--- src/rtl/apb_pkg.sv ---
// rtl/apb_pkg.sv - state encoding and default widths shared by the APB master arbiter
package apb_pkg;

  typedef enum logic [1:0] {
    APB_IDLE   = 2'b00,
    APB_SETUP  = 2'b01,
    APB_ACCESS = 2'b10
  } apb_state_t;

  localparam int APB_NUM_REQ_DEF = 4;
  localparam int APB_ADDR_W_DEF  = 32;
  localparam int APB_DATA_W_DEF  = 32;
  localparam int APB_TIMEOUT_DEF = 16;

endpackage

--- src/rtl/rr_arbiter.sv ---
// rtl/rr_arbiter.sv - combinational round-robin pick among unmasked requests, searching upward from ptr
module rr_arbiter
  import apb_pkg::*;
#(
  parameter int N = APB_NUM_REQ_DEF
) (
  input  logic [N-1:0]         req,
  input  logic [N-1:0]         mask,
  input  logic [$clog2(N)-1:0] ptr,
  output logic [N-1:0]         grant,
  output logic                 valid
);

  logic [N-1:0] eligible;
  logic         found;

  assign eligible = req & ~mask;
  assign valid    = |eligible;

  // First pass covers ptr..N-1, second pass wraps to 0..ptr-1.
  always_comb begin
    grant = '0;
    found = 1'b0;
    for (int i = 0; i < N; i++) begin
      if (!found && eligible[i] && (i >= int'(ptr))) begin
        grant[i] = 1'b1;
        found    = 1'b1;
      end
    end
    for (int i = 0; i < N; i++) begin
      if (!found && eligible[i] && (i < int'(ptr))) begin
        grant[i] = 1'b1;
        found    = 1'b1;
      end
    end
  end

endmodule

--- src/rtl/apb_master_arbiter.sv ---
// rtl/apb_master_arbiter.sv - round-robin shared APB3 master for NUM_REQ requesters
// Optional ACCESS timeout abort is built only when APB_TIMEOUT_EN is defined.
module apb_master_arbiter
  import apb_pkg::*;
#(
  parameter int NUM_REQ        = APB_NUM_REQ_DEF,
  parameter int ADDR_W         = APB_ADDR_W_DEF,
  parameter int DATA_W         = APB_DATA_W_DEF,
  parameter int TIMEOUT_CYCLES = APB_TIMEOUT_DEF
) (
  input  logic                      pclk,
  input  logic                      prst,
  input  logic [NUM_REQ-1:0]        req,
  input  logic [NUM_REQ-1:0]        req_write,
  input  logic [NUM_REQ*ADDR_W-1:0] req_addr,
  input  logic [NUM_REQ*DATA_W-1:0] req_wdata,
  output logic [NUM_REQ-1:0]        gnt,
  output logic [NUM_REQ-1:0]        done,
  output logic [DATA_W-1:0]         rsp_rdata,
  output logic                      rsp_err,
  output logic                      psel,
  output logic                      penable,
  output logic                      pwrite,
  output logic [ADDR_W-1:0]         paddr,
  output logic [DATA_W-1:0]         pwdata,
  input  logic                      pready,
  input  logic [DATA_W-1:0]         prdata,
  input  logic                      pslverr
);

  localparam int PW = $clog2(NUM_REQ);

  apb_state_t         state_q, state_d;
  logic [PW-1:0]      ptr_q, ptr_d;
  logic [NUM_REQ-1:0] owner_q, owner_d;
  logic [NUM_REQ-1:0] gnt_q, gnt_d;
  logic [NUM_REQ-1:0] done_q, done_d;
  logic               psel_q, psel_d;
  logic               penable_q, penable_d;
  logic               pwrite_q, pwrite_d;
  logic [ADDR_W-1:0]  paddr_q, paddr_d;
  logic [DATA_W-1:0]  pwdata_q, pwdata_d;
  logic [DATA_W-1:0]  rsp_rdata_q, rsp_rdata_d;
  logic               rsp_err_q, rsp_err_d;

  logic [NUM_REQ-1:0] arb_mask, arb_grant;
  logic               arb_valid;
  logic               launch;
  logic               abort;

  // The finishing owner may still hold req in its completion cycle, so it is excluded there.
  assign arb_mask = (state_q == APB_ACCESS) ? owner_q : '0;

  rr_arbiter #(.N(NUM_REQ)) u_rr_arbiter (
    .req   (req),
    .mask  (arb_mask),
    .ptr   (ptr_q),
    .grant (arb_grant),
    .valid (arb_valid)
  );

`ifdef APB_TIMEOUT_EN
  localparam int TW = $clog2(TIMEOUT_CYCLES + 1);
  logic [TW-1:0] tmo_q, tmo_d;

  always_comb begin
    tmo_d = tmo_q;
    abort = 1'b0;
    if (state_q == APB_SETUP) begin
      tmo_d = '0;
    end else if ((state_q == APB_ACCESS) && !pready) begin
      tmo_d = tmo_q + TW'(1);
      abort = (tmo_q == TW'(TIMEOUT_CYCLES - 1));
    end
  end

  always_ff @(posedge pclk) begin
    if (prst) tmo_q <= '0;
    else      tmo_q <= tmo_d;
  end
`else
  logic unused_timeout;
  assign unused_timeout = ^TIMEOUT_CYCLES;
  assign abort          = 1'b0;
`endif

  always_comb begin
    state_d     = state_q;
    ptr_d       = ptr_q;
    owner_d     = owner_q;
    gnt_d       = '0;
    done_d      = '0;
    psel_d      = psel_q;
    penable_d   = penable_q;
    pwrite_d    = pwrite_q;
    paddr_d     = paddr_q;
    pwdata_d    = pwdata_q;
    rsp_rdata_d = rsp_rdata_q;
    rsp_err_d   = rsp_err_q;
    launch      = 1'b0;

    case (state_q)
      APB_IDLE: begin
        psel_d    = 1'b0;
        penable_d = 1'b0;
        launch    = arb_valid;
      end
      APB_SETUP: begin
        state_d   = APB_ACCESS;
        penable_d = 1'b1;
      end
      APB_ACCESS: begin
        if (pready) begin
          done_d    = owner_q;
          rsp_err_d = pslverr;
          if (!pwrite_q) rsp_rdata_d = prdata;
          launch    = arb_valid;
          if (!arb_valid) begin
            state_d   = APB_IDLE;
            psel_d    = 1'b0;
            penable_d = 1'b0;
          end
        end else if (abort) begin
          // Timed-out transfers never chain into a back-to-back grant.
          done_d    = owner_q;
          rsp_err_d = 1'b1;
          state_d   = APB_IDLE;
          psel_d    = 1'b0;
          penable_d = 1'b0;
        end
      end
      default: begin
        state_d   = APB_IDLE;
        psel_d    = 1'b0;
        penable_d = 1'b0;
      end
    endcase

    if (launch) begin
      state_d   = APB_SETUP;
      psel_d    = 1'b1;
      penable_d = 1'b0;
      gnt_d     = arb_grant;
      owner_d   = arb_grant;
      for (int i = 0; i < NUM_REQ; i++) begin
        if (arb_grant[i]) begin
          pwrite_d = req_write[i];
          paddr_d  = req_addr[i*ADDR_W +: ADDR_W];
          pwdata_d = req_wdata[i*DATA_W +: DATA_W];
          ptr_d    = PW'((i + 1) % NUM_REQ);
        end
      end
    end
  end

  always_ff @(posedge pclk) begin
    if (prst) begin
      state_q     <= APB_IDLE;
      ptr_q       <= '0;
      owner_q     <= '0;
      gnt_q       <= '0;
      done_q      <= '0;
      psel_q      <= 1'b0;
      penable_q   <= 1'b0;
      pwrite_q    <= 1'b0;
      paddr_q     <= '0;
      pwdata_q    <= '0;
      rsp_rdata_q <= '0;
      rsp_err_q   <= 1'b0;
    end else begin
      state_q     <= state_d;
      ptr_q       <= ptr_d;
      owner_q     <= owner_d;
      gnt_q       <= gnt_d;
      done_q      <= done_d;
      psel_q      <= psel_d;
      penable_q   <= penable_d;
      pwrite_q    <= pwrite_d;
      paddr_q     <= paddr_d;
      pwdata_q    <= pwdata_d;
      rsp_rdata_q <= rsp_rdata_d;
      rsp_err_q   <= rsp_err_d;
    end
  end

  assign gnt       = gnt_q;
  assign done      = done_q;
  assign psel      = psel_q;
  assign penable   = penable_q;
  assign pwrite    = pwrite_q;
  assign paddr     = paddr_q;
  assign pwdata    = pwdata_q;
  assign rsp_rdata = rsp_rdata_q;
  assign rsp_err   = rsp_err_q;

endmodule

--- config.mk ---
export PLATFORM = sky130hd
export DESIGN_NAME = apb_master_arbiter
export DESIGN_NICKNAME = d
export VERILOG_FILES = /design/src/rtl/apb_pkg.sv /design/src/rtl/rr_arbiter.sv /design/src/rtl/apb_master_arbiter.sv
export SDC_FILE = /design/constraint.sdc
export NUM_CORES = 1
export LEC_CHECK = 0
export ABC_AREA = 1
export CORE_AREA = 2 2 160 162
export CTS_CLUSTER_SIZE = 10
export DETAILED_ROUTE_END_ITERATION = 16
export DIE_AREA = 0 0 162 164
export SLEW_MARGIN = 40
export SYNTH_ARGS = -nofsm -noshare
export SYNTH_HDL_FRONTEND = slang
export SYNTH_SLANG_ARGS = --single-unit
--- constraint.sdc ---
create_clock -name pclk -period 2 [get_ports pclk]
set_clock_uncertainty 0.2 [all_clocks]
set_input_delay 0.4 -clock pclk [delete_from_list [all_inputs] [get_ports pclk]]
set_output_delay 0.4 -clock pclk [all_outputs]
set_load 0.1 [all_outputs]
Word-level counts from Yosys, hierarchy flattened
Index checks and enable logic that the tools add are counted.

word-level totals
  flip-flop bits (word level) = 116
  input port bits = 300

cells by class
  magnitude comparators = 6
  eq/ne operators = 8
  multiplexer cells = 40
  bitwise operators = 7
  reduce and logical (&&, ||, !) cells = 31

operators with widths
  cell                count
  $mux 32             8
  $mux 1              21
  $logic_and 1x1->1   12
  $mux 2              6
  $reduce_and 3->1    4
  $ne 2x2->1 const B  4
  $logic_not 1->1     6
  $ne 3x3->1 const B  2
  $pmux 1 s2          3
  $pmux 2 s3          1
  $reduce_and 2->1    3
  $not 1->1           5
  $and 4x4->4         1
  $ge 1x2->1 const A  2
  $lt 1x2->1 const A  2
  $mux 4              1
  $not 4->4           1
  $reduce_bool 4->1   1
  $reduce_or 2->1     2
  $reduce_or 4->1     1
  $reduce_or 3->1     1
  $eq 2x1->1 const B  1
  $eq 2x2->1 const B  1
  $ge 2x2->1 const A  1
  other kinds (2)     2

Longest topological paths before layout
  depth in word-level cells = 31
  gate-level depth with buffers = 14

Modules after synthesis
From an unflattened synthesis, not the netlist that was laid out.

unflattened totals
  cells, all modules = 904
  area, all modules = 6030.8 sq um

by module, submodules not included
  module              instances  cells each  area an instance (sq um)  seq. area each (sq um)
  apb_master_arbiter  1          874         5889.4                    2322.2
  rr_arbiter          1          30          141.4                     0.0

Worst setup path after synthesis
OpenSTA, ideal clock, no wires.

  kind = flip-flop to flip-flop
  start point = reg pwrite_q (netlist: pwrite)
  end point = reg rsp_rdata_q[10] (netlist: rsp_rdata[10])
  library setup time = 0.067 ns
  data arrival time = 1.758 ns
  required time = 1.733 ns
  setup slack = -0.025 ns
  cell stages (with the launch flop) = 6
  period minus slack after synthesis = 2.025 ns
  path through = dfxtp_1 -> nor2_1 -> inv_1 -> clkbuf_1 -> nor2_1 -> nor2_1

between the ends
  cells in the longest elaborated chain, start to end = 2

ends and longest elaborated chain
  what                        line                       RTL
  start: declaration          apb_master_arbiter.sv:40   logic pwrite_q, pwrite_d;
  start signal: assignment    apb_master_arbiter.sv:178  pwrite_q <= pwrite_d;
  $not 1->1 (no line)         --
  $reduce_and 3->1 (no line)  --
  end signal: assignment      apb_master_arbiter.sv:181  rsp_rdata_q <= rsp_rdata_d;
  end: declaration            apb_master_arbiter.sv:43   logic [DATA_W-1:0] rsp_rdata_q, rsp_rdata_d;

No other way between the ends.
A chain may end at the register's enable or synchronous reset.

Worst setup path after layout
  start point = in req[2]
  end point = reg pwdata_q[2] (netlist: pwdata[2])

between the ends
  cells in the longest elaborated chain, start to end = 21
  elaborated cells between the ends (all ways) = 31

ends and longest elaborated chain
  what                                                           line                       RTL
  start: declaration                                             apb_master_arbiter.sv:13   input logic [NUM_REQ-1:0] req,
  $and 4x4->4 *                                                  rr_arbiter.sv:17           assign eligible = req & ~mask;
  $logic_and 1x1->1 (2 in series)                                rr_arbiter.sv:25           if (!found && eligible[i] && (i >= int'(ptr))) begin
  $mux 1                                                         rr_arbiter.sv:25
  $logic_not 1->1                                                rr_arbiter.sv:25
  $logic_and 1x1->1                                              rr_arbiter.sv:25
  $mux 1                                                         rr_arbiter.sv:25
  $logic_not 1->1                                                rr_arbiter.sv:31           if (!found && eligible[i] && (i < int'(ptr))) begin
  $logic_and 1x1->1 (2 in series)                                rr_arbiter.sv:31
  $mux 1                                                         rr_arbiter.sv:31
  $logic_not 1->1                                                rr_arbiter.sv:31
  $logic_and 1x1->1 (2 in series)                                rr_arbiter.sv:31
  $mux 1                                                         rr_arbiter.sv:31
  $logic_not 1->1                                                rr_arbiter.sv:31
  $logic_and 1x1->1 (2 in series)                                rr_arbiter.sv:31
  $mux 1                                                         rr_arbiter.sv:31
  $reduce_bool 4->1 (no line) / $mux 32 (equally long branches)  --
  $reduce_and 2->1 (no line) / $mux 32 (equally long branches)   --
  end signal: assignment                                         apb_master_arbiter.sv:180  pwdata_q <= pwdata_d;
  end: declaration                                               apb_master_arbiter.sv:42   logic [DATA_W-1:0] pwdata_q, pwdata_d;

Mark *: on every way between the ends. The rest lies on a longest branch, timed or not.

==> reports/metrics.cfg <==
[yosys]
synth_xor_area_share_pct = 0
synth.ff_latch_count = 116
synthMuxAreaShare_pct = 0
synth.largest_area_cell = dfxtp_1
synth_fp_nets = 1253
synth-simple-area-share_pct = 38.79
synth-compound-area-share_pct = 14.83
syn_area_mm2 = 0.006026
synth.distinct_cells = 24
postSynthCellCount = 953
synth_fa_ha_area_share_pct = 0
synth_area_leaders = dfxtp_1 (39%), nand2_1 (17%), nor2_1 (13%)
netlist.area_leader.share_pct = 38.54
syn_area_per_cell_um2 = 6.323
synth_top_family_by_area = simple AND/OR/NAND/NOR gates
synth-seq-area-share_pct = 38.54
yosysWarnings = 0

[run_status]
violations = negative setup slack
outcome = complete, but fails checks

[grt]
antenna_found_initial = 2
grt-ovfl-total = 0
grt_pass1_wl_um = 43840
met2_usage_pct = 38.97
grt_max_degree = 35
track_usage_pct = 21.65
grtUsageMet3_pct = 8.359
busiest_layer = met2
grt.met1_usage_pct = 24.18
grt_pass1_vias = 7665

[worst_setup_path]
crit_start = req[2]
rrSetupSlack_ns = -0.12
start_kind = input port
crit_path_end_kind = flip-flop
crit_fanout = 7
worstPathArrival_ns = 2.28
crit_required_ns = 2.15
critical_path_class = input port to flip-flop
timing.rr.start = state_q[0]

[die]
fp.dieW_um = 162
io_pins = 408
chipHeight_um = 164
coreArea_mm2 = 0.02482
rows = 58
start_util_pct = 24.28
die_area_mm2 = 0.02657

[final_layout]
fin_util_pct = 53.15
nNetsFinal = 1699
final_common_cell = clkdlybuf4s50_1
syn_to_final_growth_pct = 118.9
stdcell_count = 1743
drive_gt1_share_pct = 22.80
n_fill_cell = 2372
most-common-layout-cells = clkdlybuf4s50_1 (297), nand2_1 (261), nor2_1 (190), buf_12 (128), a21oi_1 (118)

[power_and_ir_drop]
power_frac_comb_pct = 45.5
powerDensity_mw_per_mm2 = 809.9
p_clk_share_pct = 28.6
peakVddDrop_v = 0.0004618
p_int_mw = 6.397
leakage_nw = 5.502
power_switching_mw = 4.287
swShare_pct = 40.13
seqPwrFrac_pct = 25.9

[sta]
slew_headroom_pct = 72.31
hold_violations = 0
post-route-min-period_ns = 2.130
post-route-period-util_pct = 106.5
setup_tns_ns = -4.215
setup_violations = 67
maxSlewViolCount = 0
timing.final.ws_setup_ns = -0.1300
fmax_mhz = 469.5
worst_pin_slew_ns = 0.4153
grt_setup_unrepaired = true

[drt]
wirelength_um = 29760
ant_nets = 0
route.detailed.drc = 0
vias_per_cell = 4.538
vias = 7910
dr.pass1.iters = 5
post_drt_wl_per_cell_um = 17.08
drt_iter0_markers = 419

[cts]
cts_sinks = 116
cts_max_level = 4
cts-root-buf = clkbuf_16
hold_buffers = 0
worstSkewPairLatency_ns = 0.41
tritoncts = built
cts_buffers = 17
cts.reportedPaths.clkPinSlew_ns = 0.06
cts.path.max_buffers = 2

[min_path]
hold_class = input port to flip-flop
min_from = prst

[placement]
dp.cells = 1688
hpwl_um = 22210
portBuffers = 407
place.gp.congestion = 0.8577

[flow_run]
cap_violations = 0

==> cells by family (layout without fill, tap and decap cells) <==
kind of cell           after synthesis  in the layout
DFF                                116            116
AOI/OAI and AO/OA                  174            174
buffers and inverters               87            546
other                                0              1
and+or+nand+nor                    576            576
==> power groups by stage <==
stage | Sequential, mW | Combinational (mW) | Clock [mW]
after floorplan | 4.14 | 1.09 | 0
after global placement | 2.80 | 4.50 | 0
after detailed placement | 2.81 | 4.52 | 0
after CTS | 2.77 | 4.81 | 3.14
after global routing | 2.79 | 5.13 | 3.26
final | 2.77 | 4.86 | 3.06
==> metal layers <==
| metal | up-vias | share of wire [%] |
|---|---|---|
| met4 | 4 | 1.4 |
| met2 | 289 | 51 |
| met3 | 26 | 9.0 |
| met1 | 3633 | 39 |
| li1 | 3958 | - |
| met5 | - | 0.091 |
==> sequential cells by signal (all words and copies together), names as in the netlist <==
name       flops
pwrite         1
paddr         32
done           4
rsp_rdata     32
pwdata        32
state_q        2
rsp_err        1
ptr_q          2
owner_q        4
psel           1
gnt            4
penable        1
==> what timing repair did <==
action                                 in CTS  in global routing
setup buffers                              17                  2
setup endpoints to repair                  87                109
resized for setup                          57                 64
endpoints found under the hold margin       0                  0
pin swaps                                  15                 24
cloned                                      5                  0
==> per-stage QoR <==
stage,instance area (um^2),setup WS [ns],hold slack (ns),power [mW]
final,13190,-0.1300,0.1562,10.68
after global routing,13190,-0.2193,0.1529,11.17
after CTS,12960,-0.1566,0.1384,10.71
after detailed placement,11870,-0.5995,0.2693,7.334
after global placement,11870,-0.5577,0.2667,7.306
after floorplan,6027,0.07189,0.2425,5.229
==> layout make-up <==
cell class                      count  area, um^2  share of cell area (%)
Antenna cell                        1       2.502                 0.01897
Clock buffer                       17       425.4                   3.225
Clock inverter                     15       162.7                   1.233
Inverter                           21       98.84                  0.7493
Multi-Input combinational cell    750        3535                   26.80
Sequential cell                   116        2332                   17.68
Tap cell                          330       412.9                   3.130
Timing Repair Buffer              492        6213                   47.10
Timing Repair inverter              1       8.758                 0.06639
==> worst max-delay path: stages <==
cell and delay (ns):
clkdlybuf4s50_1 0.53, nand2_4 0.07, nor2_4 0.14, nor2_8 0.06, nand4_1 0.10, nand2_2 0.11
nor2_4 0.15, buf_12 0.16, buf_8 0.14, buf_6 0.12, nand2_2 0.05, nand3_2 0.06
nand2_2 0.06, a21oi_2 0.13
==> cells in the mapped netlist, drive strengths merged <==
master / count
nand2: 279
nor2: 221
a21oi: 133
dfxtp: 116
nand3: 74
buf: 40
o21ai: 36
clkbuf: 26
inv: 20
o22ai: 4
nand4: 2
clkinv: 1
o21a: 1
==> worst paths after layout <==
check         endpoint  cells past startpoint
min reg2reg    done[2]                      2
max          pwdata[2]                     14
max reg2reg  paddr[12]                     15
min          paddr[26]                      2
No activity file was read; power rests on OpenSTA's default activity.
